<file path="config.mk">
export PLATFORM = sky130hd
export DESIGN_NAME = exu_bjp_resolve
export DESIGN_NICKNAME = d
export VERILOG_FILES = /design/src/rtl/exu_bjp_resolve.sv
export SDC_FILE = /design/constraint.sdc
export NUM_CORES = 1
export LEC_CHECK = 0
export BUFFER_PORTS_ARGS = -buffer_cell sky130_fd_sc_hd__buf_4
export CORE_UTILIZATION = 35
export CTS_CLUSTER_SIZE = 20
export DETAILED_ROUTE_END_ITERATION = 12
export PLACE_DENSITY = 0.62
export SYNTH_ARGS = -nofsm -noshare
export SYNTH_HDL_FRONTEND = slang
export SYNTH_SLANG_ARGS = --single-unit
</file>
<file path="constraint.sdc">
create_clock -name clk -period 2.3 [get_ports clk]
set_input_delay 0.115 -clock clk [delete_from_list [all_inputs] [get_ports clk]]
set_output_delay 0.115 -clock clk [all_outputs]
set_load 0.005 [all_outputs]
</file>
<file path="src/rtl/exu_bjp_resolve.sv">
// Branch/jump resolution: compares the IFU static prediction with the
// ALU outcome, raises a held flush with the corrected PC on a mispredict,
// hands a commit token to the commit stage and keeps saturating statistics.
module exu_bjp_resolve #(
    parameter int PC_SIZE = 32,
    parameter int CNT_W   = 16
) (
    input  logic               clk,
    input  logic               rst,
    input  logic               bjp_i_valid,
    output logic               bjp_i_ready,
    input  logic [PC_SIZE-1:0] bjp_i_pc,
    input  logic               bjp_i_ilen32,
    input  logic               bjp_i_jal,
    input  logic               bjp_i_jalr,
    input  logic               bjp_i_bxx,
    input  logic               bjp_i_cmp_res,
    input  logic [PC_SIZE-1:0] bjp_i_tgt_pc,
    input  logic               bjp_i_prdt_taken,
    input  logic [PC_SIZE-1:0] bjp_i_prdt_pc,
    output logic               flush_req,
    output logic [PC_SIZE-1:0] flush_pc,
    input  logic               flush_ack,
    output logic               cmt_o_valid,
    output logic               cmt_o_mispred,
    input  logic               cmt_o_ready,
    input  logic               stat_clr,
    output logic [CNT_W-1:0]   bjp_cnt,
    output logic [CNT_W-1:0]   mispred_cnt
);

    typedef enum logic {
        S_IDLE = 1'b0,
        S_BUSY = 1'b1
    } state_t;

    // Counter increment that sticks at all-ones instead of wrapping.
    function automatic logic [CNT_W-1:0] sat_inc(input logic [CNT_W-1:0] v);
        return (&v) ? v : v + CNT_W'(1);
    endfunction

    state_t             state_q;
    state_t             state_d;
    logic               cmt_pend_q;
    logic               cmt_pend_d;
    logic               fl_pend_q;
    logic               fl_pend_d;

    logic               accept;
    logic               act_taken;
    logic               mispred;
    logic [PC_SIZE-1:0] tgt_al;
    logic [PC_SIZE-1:0] seq_inc;
    logic [PC_SIZE-1:0] seq_pc;
    logic [PC_SIZE-1:0] corr_pc;

    logic               mispred_p1;
    logic [PC_SIZE-1:0] flush_pc_p1;
    logic [CNT_W-1:0]   bjp_cnt_q;
    logic [CNT_W-1:0]   mispred_cnt_q;

    assign bjp_i_ready = (state_q == S_IDLE);
    assign accept      = bjp_i_valid & bjp_i_ready;

    // Resolve the outcome and the corrected fetch PC from the presented fields.
    always_comb begin
        act_taken = bjp_i_jal | bjp_i_jalr | (bjp_i_bxx & bjp_i_cmp_res);
        tgt_al    = {bjp_i_tgt_pc[PC_SIZE-1:1], 1'b0};
        // Sequential PC wraps silently at the top of the address space.
        seq_inc   = bjp_i_ilen32 ? PC_SIZE'(4) : PC_SIZE'(2);
        seq_pc    = bjp_i_pc + seq_inc;
        corr_pc   = act_taken ? tgt_al : seq_pc;
        mispred   = (act_taken != bjp_i_prdt_taken) |
                    (act_taken & bjp_i_prdt_taken & (tgt_al != bjp_i_prdt_pc));
    end

    // Next-state logic: IDLE accepts one instruction, BUSY waits for both
    // the commit and (if needed) the flush handshake in any order.
    always_comb begin
        state_d    = state_q;
        cmt_pend_d = cmt_pend_q;
        fl_pend_d  = fl_pend_q;
        case (state_q)
            S_IDLE: begin
                if (accept) begin
                    state_d    = S_BUSY;
                    cmt_pend_d = 1'b1;
                    fl_pend_d  = mispred;
                end
            end
            S_BUSY: begin
                if (cmt_pend_q & cmt_o_ready) cmt_pend_d = 1'b0;
                if (fl_pend_q & flush_ack)    fl_pend_d  = 1'b0;
                if (!cmt_pend_d && !fl_pend_d) state_d = S_IDLE;
            end
            default: state_d = S_IDLE;
        endcase
    end

    // State and pending-flag registers; reset drops any outstanding request.
    always_ff @(posedge clk or posedge rst) begin
        if (rst) begin
            state_q    <= S_IDLE;
            cmt_pend_q <= 1'b0;
            fl_pend_q  <= 1'b0;
        end else begin
            state_q    <= state_d;
            cmt_pend_q <= cmt_pend_d;
            fl_pend_q  <= fl_pend_d;
        end
    end

    // ---- stage p1: result captured on accept, held while BUSY ----
    // Capture mispredict flag and corrected PC so they stay stable during the handshake.
    always_ff @(posedge clk or posedge rst) begin
        if (rst) begin
            mispred_p1  <= 1'b0;
            flush_pc_p1 <= '0;
        end else if (accept) begin
            mispred_p1  <= mispred;
            flush_pc_p1 <= corr_pc;
        end
    end

    // Saturating statistics; a clear beats a coincident increment.
    always_ff @(posedge clk or posedge rst) begin
        if (rst) begin
            bjp_cnt_q     <= '0;
            mispred_cnt_q <= '0;
        end else if (stat_clr) begin
            bjp_cnt_q     <= '0;
            mispred_cnt_q <= '0;
        end else if (accept) begin
            bjp_cnt_q <= sat_inc(bjp_cnt_q);
            if (mispred) mispred_cnt_q <= sat_inc(mispred_cnt_q);
        end
    end

    assign cmt_o_valid   = cmt_pend_q;
    assign flush_req     = fl_pend_q;
    assign cmt_o_mispred = mispred_p1;
    assign flush_pc      = flush_pc_p1;
    assign bjp_cnt       = bjp_cnt_q;
    assign mispred_cnt   = mispred_cnt_q;

endmodule

</file>
==> flow_summary.yaml <==
floorplan:
  ioPinCount: 176
  die_y_um: 115
  die_w_um: 115
  core_area_um2: 12200
  rows: 40
  start_util_pct: 36.5
  die-area_um2: 13200
placement:
  dpl.hpwl_mm: 10.8
  portBuffers: 174
  gp_congestion: 0.858
  dp_worst_setup_slack_ns: 0.0888
  place_area_um2: 6060
  dp_cells: 852
grt:
  grt_pass1_wl_mm: 22.7
  grt_max_degree: 69
  antenna_found_initial: 0
  grt_pass1_vias: 4402
  grt_overflow_total: 0
  grtUsageTotal_pct: 22.4
drt:
  drc: 0
  vias: 4490
  vias_per_cell: 5.17
  firstDrtPassIters: 4
  drt-total-wl_mm: 14.1
  ant_nets: 0
  wl_per_cell_um: 16.2
  dr.first_iter.drc_count: 224
setup_path:
  cp-start-kind: "flip-flop"
  startpoint: "bjp_cnt[0]"
  r2r_cells: 7
  cp_num_cells: 7
  r2r_start: "bjp_cnt[0]"
  critPathBufInv: 0
  critPathTopFamily: "simple AND/OR/NAND/NOR gates"
  cp.arrival_ns: 2.24
  path_cells: "ha_1, nand3_1, nor4_1, a31oi_1, and4_1, xnor2_1, nor2_1"
  crit_type: "reg2reg"
  slowest_delay_ns: 0.45
  rrSetupSlack_ns: 0.26
  r2r-end: "bjp_cnt[4]"
  slowest_stage: "dfrtp_1"
  crit_fanout: 7
  cp.required_ns: 2.50
  end_kind: "flip-flop"
power_and_ir_drop:
  ir_worst_vdd_mv: 0.401
  power_density_nw_per_um2: 711
  power.leakage_nw: 2.93
synth:
  async_flop_share_pct: 100
  ys_seq_elements: 68
  syn_area_per_cell_um2: 8.71
  synth_edf_count: 0
  netlist_area_um2: 4460
  ys_types: 48
  syn_inst: 512
  synth_ff_type: "dfrtp_1"
  syn_nets: 626
  yosys_warnings: 0
  ys_seq_area_share_pct: 38.1
hold_path:
  hold_depth: 3
  worstHoldEndpoint: "flush_pc[2]"
  hold_path_class: "in2reg"
  worstHoldStart: "bjp_i_tgt_pc[2]"
clock_tree:
  insertion_delay_ns: 0.33
  clockBufferDepth: 2
  cts_setup_buffers: 0
  cts.reportedPaths.clkPinSlew_ns: 0.06
  root_buffer: "clkbuf_16"
  numCtsBuffers: 9
  cts_tree: "built"
  clock-sinks: 68
  cts.htree.levels: 3
cells_and_area:
  post-route-cell-area_um2: 6340
  syn2layout_area_growth_pct: 42.0
  drive_above_1_share_pct: 33.4
  final_cell_mix: "buf_4 (190), dfrtp_1 (68), nor2_1 (61), nand2_1 (57), xor2_1 (51)"
  layout_commonest_cell: "buf_4"
  layout.cells.non_filler: 868
  fillerInstances: 1209
  diodes: 0
  fin_nets: 811
timing:
  setup_viol: 0
  layout_min_cycle_time_ns: 2.04
  worstMarginPinSlew_ns: 0.653
  final_hold_viol_count: 0
  fin_worst_skew_ns: 0.00948
  fin_crit_sh_pct: 88.9
  final_max_slew_viol_count: 0
  tns_ns: 0
  fmax_mhz: 489
  timing.final.ws_setup_ns: 0.255
  relSlewSlack_pct: 56.2
  rsz0062_at_grt: "no"
run:
  maxCapViolations: 0
status:
  outcome: "finished clean"
-- cell families (layout without fill, tap and decap cells) --
family	Yosys count	count (layout)	synth area share [%]
adders and majority gates	6	6	1.85
DFF	68	68	38.1
xor gates and xnor gates	74	74	14.5
buffers and inverters	30	218	2.83
AOI/OAI and AO/OA	90	90	12.3
and+or+nand+nor	225	225	25.7
muxes	19	19	4.63
-- Yosys cell counts (6+ instances only) --
cell	number	area [um^2]
nand2_1	58	218
xnor2_1	23	201
nor2_1	61	229
inv_1	10	37.5
and3_1	12	75.1
a21o_1	6	45.0
a21oi_1	20	100
nor4_1	14	87.6
nand3_1	22	110
dfrtp_1	68	1700
mux2i_1	6	60.1
and4_1	8	70.1
nand4_1	13	81.3
o21ai_0	34	170
mux2_2	13	146
clkbuf_1	15	56.3
nor2b_1	14	87.6
a211oi_1	8	60.1
xor2_1	51	447
-- state kept, by name, summed over array words and instances (netlist names) --
register and count:
cmt_o_mispred 1, flush_pc 32, bjp_cnt 16, cmt_o_valid 1
mispred_cnt 16, flush_req 1, state_q 1
-- tightest hold or removal path, delay by kind of cell --
kind / cells / cell delay, ns
AO/OA/AOI/OAI: 1 / 0.07
AND/OR/NAND/NOR: 1 / 0.05
buffers and inverters: 1 / 0.12
-- power breakdown --
part | total [mW] | internal [mW] | leakage [nW] | switching [mW]
sequential | 1.73 | 1.52 | 0.880 | 0.212
clock | 1.24 | 0.741 | 0.131 | 0.503
combinational | 1.53 | 0.800 | 1.91 | 0.729
-- cell type report --
type	instances	area (um^2)	area share, %
clock buffer	11	243	3.83
multi-input combinational	414	2660	41.9
tap	168	210	3.32
timing repair buffer	193	1470	23.1
sequential	68	1700	26.9
clock inverter	3	15.0	0.237
inverter	11	42.5	0.671
-- what timing repair did --
action / in CTS / in global routing
resized for setup: 0 / 0
hold buffers: 2 / 0
endpoints found under the hold margin: 69 / 0
-- worst max-delay path by stage --
stage | end | slack, ns
global placement | mispred_cnt[8] | 0.11
CTS | bjp_cnt[4] | 0.26
global route | bjp_cnt[4] | 0.06
detailed placement | mispred_cnt[8] | 0.09
finish | bjp_cnt[4] | 0.26
floorplan | mispred_cnt[8] | 0.07
-- per-layer routing --
layer  part of all wire (%)  up-vias  GRT usage (%)
li1                       -     2162              -
met4                    1.5        0           7.27
met3                    7.0       17           5.80
met2                     47      178           37.0
met5                      0        -              0
met1                     44     2133           28.5
-- metrics by stage --
stage	hold slack (ns)	util [%]	power, mW
after floorplan	0.248	-	2.35
after global placement	0.240	49.6	3.27
after CTS	0.0547	51.9	4.56
after detailed placement	0.250	49.6	3.29
after global routing	0.0830	51.9	4.80
final	0.0599	51.9	4.51
No activity file was read; power rests on OpenSTA's default activity.
